## src/rtl/alu_instr_sequencer_if.sv

```systemverilog
// -----------------------------------------------------------------------------
// alu_instr_sequencer_if
//
// Purpose: groups the start/done handshake, the IR contents and every datapath
// control strobe passed between an instruction issuer and alu_instr_sequencer.
//
// Handshake: the issuer (master) raises start; the sequencer (slave) accepts
// it only while busy=0. Once accepted, busy stays high until the cycle after
// done, and start is ignored throughout. done is a one-cycle pulse, and err
// pulses together with done when the opcode is illegal. mem_ready is the
// memory's data-valid flag and is only looked at during the fetch read.
//
// Signals:
//   start, mem_ready, ir            master -> slave
//   pc_out .. lo_in                 slave  -> datapath strobes
//   reg_in / reg_out                slave  -> one-hot register enables
//   alu_op                          slave  -> ALU opcode (nonzero only in T4)
//   busy, done, err                 slave  -> status
// -----------------------------------------------------------------------------
interface alu_instr_sequencer_if #(
   parameter int DATA_W   = 32,
   parameter int NUM_REGS = 16,
   parameter int OPCODE_W = 5
);
   logic                start;
   logic                mem_ready;
   logic [DATA_W-1:0]   ir;

   logic                pc_out;
   logic                inc_pc;
   logic                mar_in;
   logic                pc_in;
   logic                read;
   logic                mdr_in;
   logic                mdr_out;
   logic                ir_in;
   logic                y_in;
   logic                z_in;
   logic                zlow_out;
   logic                zhigh_out;
   logic                hi_in;
   logic                lo_in;
   logic [NUM_REGS-1:0] reg_in;
   logic [NUM_REGS-1:0] reg_out;
   logic [OPCODE_W-1:0] alu_op;
   logic                busy;
   logic                done;
   logic                err;

   modport master (
      output start, mem_ready, ir,
      input  pc_out, inc_pc, mar_in, pc_in, read, mdr_in, mdr_out, ir_in,
             y_in, z_in, zlow_out, zhigh_out, hi_in, lo_in,
             reg_in, reg_out, alu_op, busy, done, err
   );

   modport slave (
      input  start, mem_ready, ir,
      output pc_out, inc_pc, mar_in, pc_in, read, mdr_in, mdr_out, ir_in,
             y_in, z_in, zlow_out, zhigh_out, hi_in, lo_in,
             reg_in, reg_out, alu_op, busy, done, err
   );
endinterface

```

## src/rtl/alu_instr_sequencer.sv

```systemverilog
// -----------------------------------------------------------------------------
// alu_instr_sequencer
//
// Purpose: start/done FSM that produces the per-T-state datapath strobes for
// one register-register ALU instruction: mock fetch (T0-T2), operand staging
// (T3-T4) and writeback (T5, plus T6 for the HI/LO half of MUL/DIV).
// Illegal opcodes end the instruction in T3 with done and err.
//
// Ports:
//   clock      system clock, all state changes on the rising edge
//   clear      synchronous active-low reset, returns the FSM to IDLE
//   bus        alu_instr_sequencer_if.slave (handshake, ir, strobes, status)
//   state_dbg  current FSM state (0=IDLE, 1..7 = T0..T6)
// -----------------------------------------------------------------------------
module alu_instr_sequencer #(
   parameter int DATA_W   = 32,
   parameter int NUM_REGS = 16,
   parameter int OPCODE_W = 5
) (
   input  logic                   clock,
   input  logic                   clear,
   alu_instr_sequencer_if.slave   bus,
   output logic [2:0]             state_dbg
);

   localparam int REG_AW = $clog2(NUM_REGS);

   typedef enum logic [2:0] {
      S_IDLE = 3'd0,
      S_T0   = 3'd1,
      S_T1   = 3'd2,
      S_T2   = 3'd3,
      S_T3   = 3'd4,
      S_T4   = 3'd5,
      S_T5   = 3'd6,
      S_T6   = 3'd7
   } state_t;

   state_t state;

   // IR fields, packed from the MSB down: opcode, ra, rb, rc.
   logic [OPCODE_W-1:0] opcode;
   logic [REG_AW-1:0]   ra;
   logic [REG_AW-1:0]   rb;
   logic [REG_AW-1:0]   rc;
   logic                op_legal;
   logic                op_hilo;
   logic                unused_ir_bits;

   assign opcode = bus.ir[DATA_W-1 -: OPCODE_W];
   assign ra     = bus.ir[DATA_W-1-OPCODE_W -: REG_AW];
   assign rb     = bus.ir[DATA_W-1-OPCODE_W-REG_AW -: REG_AW];
   assign rc     = bus.ir[DATA_W-1-OPCODE_W-2*REG_AW -: REG_AW];

   // Immediate/unused low IR bits carry no control meaning here.
   assign unused_ir_bits = ^bus.ir[DATA_W-1-OPCODE_W-3*REG_AW:0];

   // MUL (15) and DIV (16) write a 64-bit result, so they need the HI/LO pass.
   assign op_hilo  = (opcode == OPCODE_W'(15)) || (opcode == OPCODE_W'(16));
   assign op_legal = ((opcode >= OPCODE_W'(3)) && (opcode <= OPCODE_W'(11))) || op_hilo;

   assign state_dbg = state;

   // A shifted single bit stays one-hot; an index beyond NUM_REGS-1 shifts
   // out to all-zero instead of enabling an arbitrary register.
   function automatic logic [NUM_REGS-1:0] one_hot(input logic [REG_AW-1:0] idx);
      one_hot = NUM_REGS'(1) << idx;
   endfunction

   // ---------------------------------------------------------------- state
   always_ff @(posedge clock) begin
      if (!clear) begin
         state <= S_IDLE;
      end else begin
         case (state)
            S_IDLE: if (bus.start) state <= S_T0;
            S_T0:   state <= S_T1;
            S_T1:   if (bus.mem_ready) state <= S_T2;
            S_T2:   state <= S_T3;
            S_T3:   state <= op_legal ? S_T4 : S_IDLE;
            S_T4:   state <= S_T5;
            S_T5:   state <= op_hilo ? S_T6 : S_IDLE;
            S_T6:   state <= S_IDLE;
            default: state <= S_IDLE;
         endcase
      end
   end

   // ---------------------------------------------------------------- strobes
   always_comb begin
      bus.pc_out    = 1'b0;
      bus.inc_pc    = 1'b0;
      bus.mar_in    = 1'b0;
      bus.pc_in     = 1'b0;
      bus.read      = 1'b0;
      bus.mdr_in    = 1'b0;
      bus.mdr_out   = 1'b0;
      bus.ir_in     = 1'b0;
      bus.y_in      = 1'b0;
      bus.z_in      = 1'b0;
      bus.zlow_out  = 1'b0;
      bus.zhigh_out = 1'b0;
      bus.hi_in     = 1'b0;
      bus.lo_in     = 1'b0;
      bus.reg_in    = '0;
      bus.reg_out   = '0;
      bus.alu_op    = '0;
      bus.done      = 1'b0;
      bus.err       = 1'b0;
      bus.busy      = (state != S_IDLE);

      case (state)
         S_T0: begin
            bus.pc_out = 1'b1;
            bus.mar_in = 1'b1;
            bus.inc_pc = 1'b1;
            bus.z_in   = 1'b1;
         end
         S_T1: begin
            bus.zlow_out = 1'b1;
            bus.read     = 1'b1;
            bus.mdr_in   = 1'b1;
            // Load PC only on the exit cycle so wait states cannot
            // re-increment it.
            bus.pc_in    = bus.mem_ready;
         end
         S_T2: begin
            bus.mdr_out = 1'b1;
            bus.ir_in   = 1'b1;
         end
         S_T3: begin
            if (op_legal) begin
               bus.reg_out = one_hot(rb);
               bus.y_in    = 1'b1;
            end else begin
               bus.done = 1'b1;
               bus.err  = 1'b1;
            end
         end
         S_T4: begin
            bus.reg_out = one_hot(rc);
            bus.alu_op  = opcode;
            bus.z_in    = 1'b1;
         end
         S_T5: begin
            bus.zlow_out = 1'b1;
            if (op_hilo) begin
               bus.lo_in = 1'b1;
            end else begin
               bus.reg_in = one_hot(ra);
               bus.done   = 1'b1;
            end
         end
         S_T6: begin
            bus.zhigh_out = 1'b1;
            bus.hi_in     = 1'b1;
            bus.done      = 1'b1;
         end
         default: ;
      endcase
   end

endmodule

```

## src/flat_wrapper.sv

```systemverilog
// flat-port wrapper written by rule: the top's interface ports become plain ports
module alu_instr_sequencer_flat 
#(
   parameter int DATA_W   = 32,
   parameter int NUM_REGS = 16,
   parameter int OPCODE_W = 5
)
  (clock, clear, state_dbg, bus_start, bus_mem_ready, bus_ir, bus_pc_out, bus_inc_pc, bus_mar_in, bus_pc_in, bus_read, bus_mdr_in, bus_mdr_out, bus_ir_in, bus_y_in, bus_z_in, bus_zlow_out, bus_zhigh_out, bus_hi_in, bus_lo_in, bus_reg_in, bus_reg_out, bus_alu_op, bus_busy, bus_done, bus_err);
  alu_instr_sequencer_if #(.DATA_W(DATA_W), .NUM_REGS(NUM_REGS), .OPCODE_W(OPCODE_W)) bus_i ();
  input  logic clock;
  input  logic clear;
  output logic [2:0] state_dbg;
  input wire logic [$bits(bus_i.start)-1:0] bus_start;
  input wire logic [$bits(bus_i.mem_ready)-1:0] bus_mem_ready;
  input wire logic [$bits(bus_i.ir)-1:0] bus_ir;
  output wire logic [$bits(bus_i.pc_out)-1:0] bus_pc_out;
  output wire logic [$bits(bus_i.inc_pc)-1:0] bus_inc_pc;
  output wire logic [$bits(bus_i.mar_in)-1:0] bus_mar_in;
  output wire logic [$bits(bus_i.pc_in)-1:0] bus_pc_in;
  output wire logic [$bits(bus_i.read)-1:0] bus_read;
  output wire logic [$bits(bus_i.mdr_in)-1:0] bus_mdr_in;
  output wire logic [$bits(bus_i.mdr_out)-1:0] bus_mdr_out;
  output wire logic [$bits(bus_i.ir_in)-1:0] bus_ir_in;
  output wire logic [$bits(bus_i.y_in)-1:0] bus_y_in;
  output wire logic [$bits(bus_i.z_in)-1:0] bus_z_in;
  output wire logic [$bits(bus_i.zlow_out)-1:0] bus_zlow_out;
  output wire logic [$bits(bus_i.zhigh_out)-1:0] bus_zhigh_out;
  output wire logic [$bits(bus_i.hi_in)-1:0] bus_hi_in;
  output wire logic [$bits(bus_i.lo_in)-1:0] bus_lo_in;
  output wire logic [$bits(bus_i.reg_in)-1:0] bus_reg_in;
  output wire logic [$bits(bus_i.reg_out)-1:0] bus_reg_out;
  output wire logic [$bits(bus_i.alu_op)-1:0] bus_alu_op;
  output wire logic [$bits(bus_i.busy)-1:0] bus_busy;
  output wire logic [$bits(bus_i.done)-1:0] bus_done;
  output wire logic [$bits(bus_i.err)-1:0] bus_err;
  assign bus_i.start = bus_start;
  assign bus_i.mem_ready = bus_mem_ready;
  assign bus_i.ir = bus_ir;
  assign bus_pc_out = bus_i.pc_out;
  assign bus_inc_pc = bus_i.inc_pc;
  assign bus_mar_in = bus_i.mar_in;
  assign bus_pc_in = bus_i.pc_in;
  assign bus_read = bus_i.read;
  assign bus_mdr_in = bus_i.mdr_in;
  assign bus_mdr_out = bus_i.mdr_out;
  assign bus_ir_in = bus_i.ir_in;
  assign bus_y_in = bus_i.y_in;
  assign bus_z_in = bus_i.z_in;
  assign bus_zlow_out = bus_i.zlow_out;
  assign bus_zhigh_out = bus_i.zhigh_out;
  assign bus_hi_in = bus_i.hi_in;
  assign bus_lo_in = bus_i.lo_in;
  assign bus_reg_in = bus_i.reg_in;
  assign bus_reg_out = bus_i.reg_out;
  assign bus_alu_op = bus_i.alu_op;
  assign bus_busy = bus_i.busy;
  assign bus_done = bus_i.done;
  assign bus_err = bus_i.err;
  alu_instr_sequencer #(.DATA_W(DATA_W), .NUM_REGS(NUM_REGS), .OPCODE_W(OPCODE_W)) u_core (.clock(clock), .clear(clear), .bus(bus_i), .state_dbg(state_dbg));
endmodule
```

## config.mk

```make
export PLATFORM = sky130hd
export DESIGN_NAME = alu_instr_sequencer_flat
export DESIGN_NICKNAME = d
export VERILOG_FILES = /design/src/rtl/alu_instr_sequencer_if.sv /design/src/rtl/alu_instr_sequencer.sv /design/src/flat_wrapper.sv
export SDC_FILE = /design/constraint.sdc
export NUM_CORES = 1
export LEC_CHECK = 0
export CAP_MARGIN = 20
export CORE_MARGIN = 4
export CORE_UTILIZATION = 29
export DETAILED_ROUTE_END_ITERATION = 7
export PLACE_DENSITY_LB_ADDON = 0.25
export SYNTH_ARGS = -nofsm -noshare
export SYNTH_HDL_FRONTEND = slang
export SYNTH_SLANG_ARGS = --single-unit
```

## constraint.sdc

```tcl
create_clock -name clock -period 2.7 [get_ports clock]
set_input_delay 0.405 -clock clock [delete_from_list [all_inputs] [get_ports clock]]
set_output_delay 0.405 -clock clock [all_outputs]
set_load 0.01 [all_outputs]
```

# After elaboration in Yosys (flattened, before gate mapping)
# Cells that the tools add are included.
# totals
wordCells	50
mem_bits_ro	0
memories	0
latch_bits	0
mem_bits_rw	0
output_inout_bits	57
reg_bits	3
# classes
reduce_logical	8
shifts	3
add_sub_neg	0
n_lt_le_gt_ge	2
n_mux	25
bitwise_logic	0
div	0
n_eq_ne	11
n_mul	0
# op_table
cell	n
$mux W16	3
$shl A1 B4 Y16 const A	3
$pmux W16 S2	1
$pmux W3 S8	1
$mux W1	14
$eq A3 B3 Y1 const B	4
$mux W3	4
$eq A3 B2 Y1 const B	2
$eq A5 B4 Y1 const B	1
$eq A5 B5 Y1 const B	1
$ge A5 B2 Y1 const B	1
$le A5 B4 Y1 const B	1
$mux W5	1
$ne A2 B2 Y1 const B	2
$reduce_or A2 Y1	2
$eq A3 B1 Y1 const B	1
$logic_not A3 Y1	1
$pmux W1 S3	1
$reduce_bool A3 Y1	1
$logic_or A1 B1 Y1	2
$reduce_and A2 Y1	1
$logic_and A1 B1 Y1	1

# Longest topological paths before layout
# logic_depth
word_depth	5
ltp_mapped	5

# Worst setup path after synthesis
# No wires, ideal clock.
# synth_timing
path_kind	input -> output
from	in bus_ir[29]
to	out bus_y_in
setup_slack_ps	703
t_required_ps	2295
arrival_ps	1592
stages	4
path_buffers	0
path_cell_list	or4b_4 a21oi_4 or2_1 nor2b_1
# synth_via
elab_chain_cells	5
word_cells_on_any_way	9
cone_classes	order compare (2); eq/ne (2); mux (2); reduce/logical (3)
# synth_lines
element	line	source
start, declared	flat_wrapper.sv:15	input wire logic [$bits(bus_i.ir)-1:0] bus_ir;
$ge A5 B2 Y1 (tied with other cells)	alu_instr_sequencer.sv:60	assign op_legal = ((opcode >= OPCODE_W'(3)) && (opcode <= OPCODE_W'(11))) || op_hilo;
$logic_and A1 B1 Y1 or $logic_or A1 B1 Y1 (tied branches)	alu_instr_sequencer.sv:60, alu_instr_sequencer.sv:59	
$logic_or A1 B1 Y1 *	alu_instr_sequencer.sv:60	
$mux W1 *	alu_instr_sequencer.sv:132	if (op_legal) begin
$mux W1 *	alu_instr_sequencer.sv:112	case (state)
end, declared	flat_wrapper.sv:24	output wire logic [$bits(bus_i.y_in)-1:0] bus_y_in;
# Mark *: on every way between the ends. The rest lies on a longest branch, timed or not.

# Worst setup path after layout
# layout_timing
from	in bus_ir[29]
to	out bus_reg_in[12]
# layout_via
elab_chain_cells	4
word_cells_on_any_way	5
cone_classes	eq/ne (2); mux (2); reduce/logical (1)
# layout_lines
element	line	source
$eq A5 B4 Y1 or $eq A5 B5 Y1 (tied branches)	alu_instr_sequencer.sv:59	assign op_hilo = (opcode == OPCODE_W'(15)) || (opcode == OPCODE_W'(16));
$logic_or A1 B1 Y1 *	alu_instr_sequencer.sv:59	
$mux W16 *	alu_instr_sequencer.sv:147	if (op_hilo) begin
$mux W16 *	alu_instr_sequencer.sv:112	
end, declared	flat_wrapper.sv:30	output wire logic [$bits(bus_i.reg_in)-1:0] bus_reg_in;
# Marks and branches as above.

==> metrics <==
status finished, final reports clean; final setup fails 0; root buffer cell clkbuf_4; FFs w/ async S/R, synth 0%; total global-route track usage between 10% and 20%; Top Ports 93; Max-slew headroom between 70% and 80%; Final Skew roughly 0.0034 ns; H-tree Lvls 1; Num CTS Buffers 3; Hold Crit Class reg -> reg; antenna violations before repair 0; CP Capture Type output pin; hpwl dp 2.77 mm; clk_lat worst skew 0.24 ns; Worst EP arrival about 2.3 ns; PwrDens around 180 mW/mm^2; Routed Antenna Nets 0; routed vias ~1200; worst slew pin tran approximately 0.36 ns; clock net sink count 3; first-pass GRT wire length 5.17 mm; max FFs per register 3; IO Port Bufs 77; number of fill cells 241; Pre-Repair DR Iteration Count 4; RSZ-0062 raised after global routing yes; Via density between 5 and 6; non-filler instance count after layout 238; hold buffer count at cts 0; DRC 0; Area contributors post-synth o22ai_1 14%, nor2_1 10%, dfxtp_1 7.6%, nand2b_1 6.4%, o211ai_2 6.4%; Post-synth EDFFs 0; Mapped Area 787 um^2; Synth Instances about 120; Peak VDD IR 176 uV; # placed instances between 200 and 250; area grow syn2layout 104%; top_reg_cell synth dfxtp_1; DR WL met2 1.66 mm; clock-pin slew on the worst setup and hold paths approximately 0.04 ns; area of the die between 0.003 and 0.004 mm^2; Syn Area/Cell roughly 6.8 um^2; Max Clock Freq 372 MHz; WL met3 roughly 360 um; Distinct cells, synth 37; die width about 60 um; register area share after synthesis about 7.6%; fin crit share 99.4%; Tot Pwr 0.000293 W; Diodes inserted 0; MaxCap Viol Count 0; Initial DRC Count 87; GRT overflow 0; number of global-route vias before repair approximately 1200; GP Congestion approximately 0.85; post-DR wirelength/cell between 10 and 15 um; CP required approximately 2.3 ns; Max Root-Sink Buffers 2; Leak Pwr 0.718 nW; TritonCTS clock tree built; Final #Nets 245; Seq cells post-synth 3; starting density of the core between 30% and 40%; crit path kind in -> out; largest net degree at the start of global routing 14; top sig layer met4; Final Hold Fails 0; Yosys warnings 0; total core area about 0.0025 mm^2; fraction of layout cells with a size suffix above 1 29.8%; Critical Path Fanout Max 4; area leader, netlist o22ai_1; die height ~60 um; crit path time final about 2.7 ns; met1 wire length around 1.3 mm; Post-Route WL roughly 3.4 mm; Post-Syn Nets about 150; max-slew violations 0; top cell type's share of synthesized area between 10% and 20%; crit start category input port; FP Rows 18
-- where the power goes --
| group | internal (W) | total [W] | switching, W |
|---|---|---|---|
| combinational | 0.0000896 | 0.000161 | 0.0000717 |
| sequential | 0.0000477 | 0.0000491 | 0.00000145 |
| clock | 0.0000556 | 0.0000826 | 0.0000270 |
| total | 0.000193 | 0.000293 | 0.000100 |
-- layout by cell type (no fill, tap or decap), types with 2 or more instances in the layout --
cell type	netlist	routed
nor2_1	21	21
nand2b_1	8	8
clkdlybuf4s50_1	0	41
o22ai_1	17	17
nand3b_1	5	5
dfxtp_1	3	3
clkbuf_2	0	22
o211ai_2	4	4
or2_2	2	2
buf_4	5	18
nor2b_1	4	4
inv_1	4	4
nor3_1	4	4
clkbuf_4	0	3
dlygate4sd2_1	0	6
clkdlybuf4s15_1	0	6
nand2_1	8	7
and2_1	5	5
-- layer usage --
metal  track usage [%]  vias up
met3              3.02        2
met4              5.06        0
met2              32.9       63
met1              22.0      558
met5                 0        -
li1                  -      614
-- cell families after synthesis --
kind of cell           after synthesis  share of synthesized area, %
AOI/OAI and AO/OA                   31                          32.8
buffers and inverters               12                          9.06
muxes                                1                          1.43
DFF                                  3                          7.63
and+or+nand+nor                     69                          49.1
-- cell usage after synthesis (2+ instances only) --
library cell  count
inv_1             4
nand2_1           8
clkbuf_1          2
nand2b_1          8
o211ai_2          4
or2_2             2
nor2b_1           4
and2_1            5
nand3_1           2
nand3b_1          5
nor3_1            4
dfxtp_1           3
o22ai_1          17
buf_4             5
nor2_1           21
-- final timing paths --
check | to | slack [ns] | cells after the start | startpoint
setup / recovery | bus_reg_in[12] | 0.02 | 7 | bus_ir[29]
hold / removal | u_core.state_dbg[0] | 0.66 | 2 | u_core.state_dbg[2]
setup reg to reg | u_core.state_dbg[2] | 1.37 | 5 | u_core.state_dbg[0]
hold reg to reg | u_core.state_dbg[0] | 0.66 | 2 | u_core.state_dbg[2]
-- layout make-up --
class | count | area [um^2] | share of cell area, %
inverter | 4 | 15.0 | 0.934
timing repair buffer | 96 | 797 | 49.6
sequential | 3 | 60.1 | 3.74
clock buffer | 4 | 26.3 | 1.63
multi-input combinational | 101 | 672 | 41.8
tap | 30 | 37.5 | 2.33
-- critical path: stages --
cell	delay, ns
clkdlybuf4s50_1	0.44
or4b_4	0.60
o221a_4	0.31
buf_4	0.14
nand3_2	0.10
nor3_1	0.05
clkdlybuf4s15_1	0.24
-- metrics by stage --
stage	area [um^2]	worst slack (ns)	util, %	TNS [ns]	hold WS, ns
floorplan	787	0.703	-	0	0.523
global placement	1650	-0.260	65.5	-6.67	0.619
detailed placement	1650	-0.286	65.5	-7.17	0.644
CTS	1690	-0.0435	67.1	-0.0435	0.660
global route	1610	-0.0348	63.7	-0.0391	0.701
finish	1610	0.0154	63.7	0	0.657
-- repair_timing --
action,in CTS,in global routing
cloned,0,0
pin swaps,3,3
gates resized for setup,53,40
endpoints found under the setup margin,36,23
buffers inserted,3,1
(Power assumes the default switching activity.)
==> RTL change, RTL diff (same settings) <==
`NUM_REGS` is set to 16 in 3 places; all go to 32.
--- a/src/rtl/alu_instr_sequencer_if.sv
+++ b/src/rtl/alu_instr_sequencer_if.sv
@@ -19,7 +19,7 @@
 // -----------------------------------------------------------------------------
 interface alu_instr_sequencer_if #(
    parameter int DATA_W   = 32,
-   parameter int NUM_REGS = 16,
+   parameter int NUM_REGS = 32,
    parameter int OPCODE_W = 5
 );
    logic                start;
--- a/src/rtl/alu_instr_sequencer.sv
+++ b/src/rtl/alu_instr_sequencer.sv
@@ -14,7 +14,7 @@
 // -----------------------------------------------------------------------------
 module alu_instr_sequencer #(
    parameter int DATA_W   = 32,
-   parameter int NUM_REGS = 16,
+   parameter int NUM_REGS = 32,
    parameter int OPCODE_W = 5
 ) (
    input  logic                   clock,
--- a/src/flat_wrapper.sv
+++ b/src/flat_wrapper.sv
@@ -2,7 +2,7 @@
 module alu_instr_sequencer_flat 
 #(
    parameter int DATA_W   = 32,
-   parameter int NUM_REGS = 16,
+   parameter int NUM_REGS = 32,
    parameter int OPCODE_W = 5
 )
   (clock, clear, state_dbg, bus_start, bus_mem_ready, bus_ir, bus_pc_out, bus_inc_pc, bus_mar_in, bus_pc_in, bus_read, bus_mdr_in, bus_mdr_out, bus_ir_in, bus_y_in, bus_z_in, bus_zlow_out, bus_zhigh_out, bus_hi_in, bus_lo_in, bus_reg_in, bus_reg_out, bus_alu_op, bus_busy, bus_done, bus_err);
Interface: changed (resized bus_reg_in and bus_reg_out); port bits go from 93 to 125. No check against the original RTL was run, so the function may have changed too.
==> RTL change against the original RTL <==
Final area increased by 73%. Area after synthesis up 62%. Total power grew 57%. Die area up 53%. Worst setup slack improved by 0.061 ns. Critical path depth increased by 1. Sequential cell count is the same. First-iteration DRC count up 23%. Routed wire length increased by 93%. Largest cell class unchanged. Register-to-register slack got worse by 0.07 ns. Count of clock-buffer cells in the layout stayed put.
==> RTL change: results (changes against the original RTL) <==
<table>
<tr><th>Metric</th><th>Value</th></tr>
<tr><th colspan="2">GRT</th></tr>
<tr><td>All-Layer GR Usage</td><td>22.7% (+4.5 points)</td></tr>
<tr><td>First-pass GRT wire length</td><td>10200 µm (+97%)</td></tr>
<tr><td>Pin count of the biggest net entering global routing</td><td>22 (+8)</td></tr>
<tr><td>Number of global-route vias before repair</td><td>2112 (+77%)</td></tr>
<tr><th colspan="2">Finish</th></tr>
<tr><td>Final Cell Area</td><td>2780 µm² (+73%)</td></tr>
<tr><td>Fraction of layout cells with a size suffix above 1</td><td>32.5% (+2.7 points)</td></tr>
<tr><td>Layout Nets</td><td>391 (+60%)</td></tr>
<tr><td>Filler cell count in the final layout</td><td>398 (+65%)</td></tr>
<tr><th colspan="2">Drt</th></tr>
<tr><td>DRC marker count from the first detailed-route iteration</td><td>107 (+23%)</td></tr>
<tr><td>Vias per std cell</td><td>5.33 (+2.6%)</td></tr>
<tr><th colspan="2">Pwr</th></tr>
<tr><td>Peak supply drop</td><td>0.0000931 V (-47%)</td></tr>
<tr><td>Net switching fraction of the power</td><td>37.7% (+3.5 points)</td></tr>
<tr><td>Static leakage power</td><td>1.30 nW (+81%)</td></tr>
<tr><th colspan="2">Logic synthesis</th></tr>
<tr><td>Part of the Yosys area used for sequential elements</td><td>4.72% (-2.9 points)</td></tr>
<tr><td>Cells taking the most area after synthesis</td><td>sky130_fd_sc_hd__nor2_1 12%, sky130_fd_sc_hd__o22ai_1 10%, sky130_fd_sc_hd__nand3_1 6.3%, sky130_fd_sc_hd__nand2_1 5.6%, sky130_fd_sc_hd__nor2b_1 5.4%</td></tr>
<tr><td>Yosys cell types</td><td>45 (+22%)</td></tr>
<tr><td>Commonest cells in the synthesized netlist</td><td>41 x sky130_fd_sc_hd__nor2_1, 21 x sky130_fd_sc_hd__o22ai_1, 19 x sky130_fd_sc_hd__nand2_1</td></tr>
<tr><th colspan="2">Critical path</th></tr>
<tr><td>Origin of the worst setup path</td><td>bus_ir[28]</td></tr>
<tr><td>CP peak stage delay</td><td>0.50 ns (-0.10 ns)</td></tr>
<tr><td>Max Fanout on Critical Path</td><td>7 (+3)</td></tr>
<tr><td>Arrival time of data at the critical path endpoint</td><td>2.22 ns (-0.06 ns)</td></tr>
<tr><td>Launch point of the worst reg-to-reg path</td><td>u_core.state_dbg[1]</td></tr>
<tr><th colspan="2">STA</th></tr>
<tr><td>Max_slew headroom</td><td>75.1% (-0.64 points)</td></tr>
<tr><td>Fin Clk Skew</td><td>0.000165 ns (-0.00325 ns)</td></tr>
<tr><th colspan="2">Placement</th></tr>
<tr><td>Estimated wirelength of the detail-placed design</td><td>4850 µm (+75%)</td></tr>
<tr><td>Buffers on Ports</td><td>112 (+45%)</td></tr>
<tr><th colspan="2">CTS</th></tr>
<tr><td>Cell at the root of the clock tree</td><td>sky130_fd_sc_hd__clkbuf_8</td></tr>
<tr><th colspan="2">Run status</th></tr>
<tr><td>Outcome</td><td>finished clean</td></tr>
</table>
[RTL change: cell types whose count changed after synthesis, sizes merged, moves of 6 or more]
cell | unedited run | this run
and3 | 0 | 8
o41ai | 0 | 8
buf | 6 | 12
nand2 | 8 | 19
o2111ai | 0 | 6
nor2b | 4 | 11
nor2 | 21 | 41
nand3 | 2 | 16
[RTL change: logic make-up after synthesis]
logic type,share of synthesized area [%]
AO/OA/AOI/OAI,34.3
buffers and inverters,10.8
flip-flops,4.72
AND/OR/NAND/NOR,50.2
[RTL change: per-layer routing]
metal | vias up | global-route usage, % | wire length [µm]
li1 | 1062 | - | -
met1 | 976 | 27.6 | 2630
met2 | 103 | 41.3 | 3210
met3 | 13 | 3.51 | 547
met4 | 0 | 6.32 | 135
met5 | - | 0 | 0
[RTL change: worst paths after layout]
| kind | slack, ns | cells after the start | endpoint |
|---|---|---|---|
| hold / removal | 0.67 | 2 | u_core.state_dbg[0] |
| setup reg to reg | 1.30 | 5 | u_core.state_dbg[2] |
| setup / recovery | 0.08 | 8 | bus_reg_in[2] |
| hold reg to reg | 0.67 | 2 | u_core.state_dbg[0] |
[RTL change: cell type report]
cell class	count	area share [%]
clock buffers	4	1.62
inverters	6	0.809
multi-input cells	178	44.2
flip-flops and latches	3	2.16
well taps	50	2.25
repair buffers	163	49.0
[RTL change: repair_timing]
action	4_1_cts	5_1_grt
pin swaps	10	16
setup buffers	7	4
gates cloned	1	0
endpoints found under the setup margin	68	39
gates resized for setup	129	52
[RTL change: power by group through the flow]
stage | combinational, mW | sequential (mW) | clock (mW)
after floorplan | 0.107 | 0.0534 | 0
after global placement | 0.238 | 0.0533 | 0
after detailed placement | 0.240 | 0.0533 | 0
after CTS | 0.257 | 0.0527 | 0.136
after global routing | 0.293 | 0.0531 | 0.143
final | 0.272 | 0.0527 | 0.134
[RTL change: stage by stage]
stage	power (mW)	std cells	hold slack (ns)	setup slack (ns)
global placement	0.292	388	0.645	-0.493
floorplan	0.160	204	0.523	0.416
CTS	0.446	400	0.662	0.00415
detailed placement	0.293	388	0.641	-0.478
global route	0.488	404	0.702	0.00894
finish	0.459	404	0.666	0.0765
[RTL change: worst max-delay path, delay by kind of cell]
| kind | cells | cell delay [ns] |
|---|---|---|
| buffers and inverters | 4 | 0.76 |
| and+or+nand+nor | 3 | 0.80 |
| AOI/OAI and AO/OA | 1 | 0.25 |
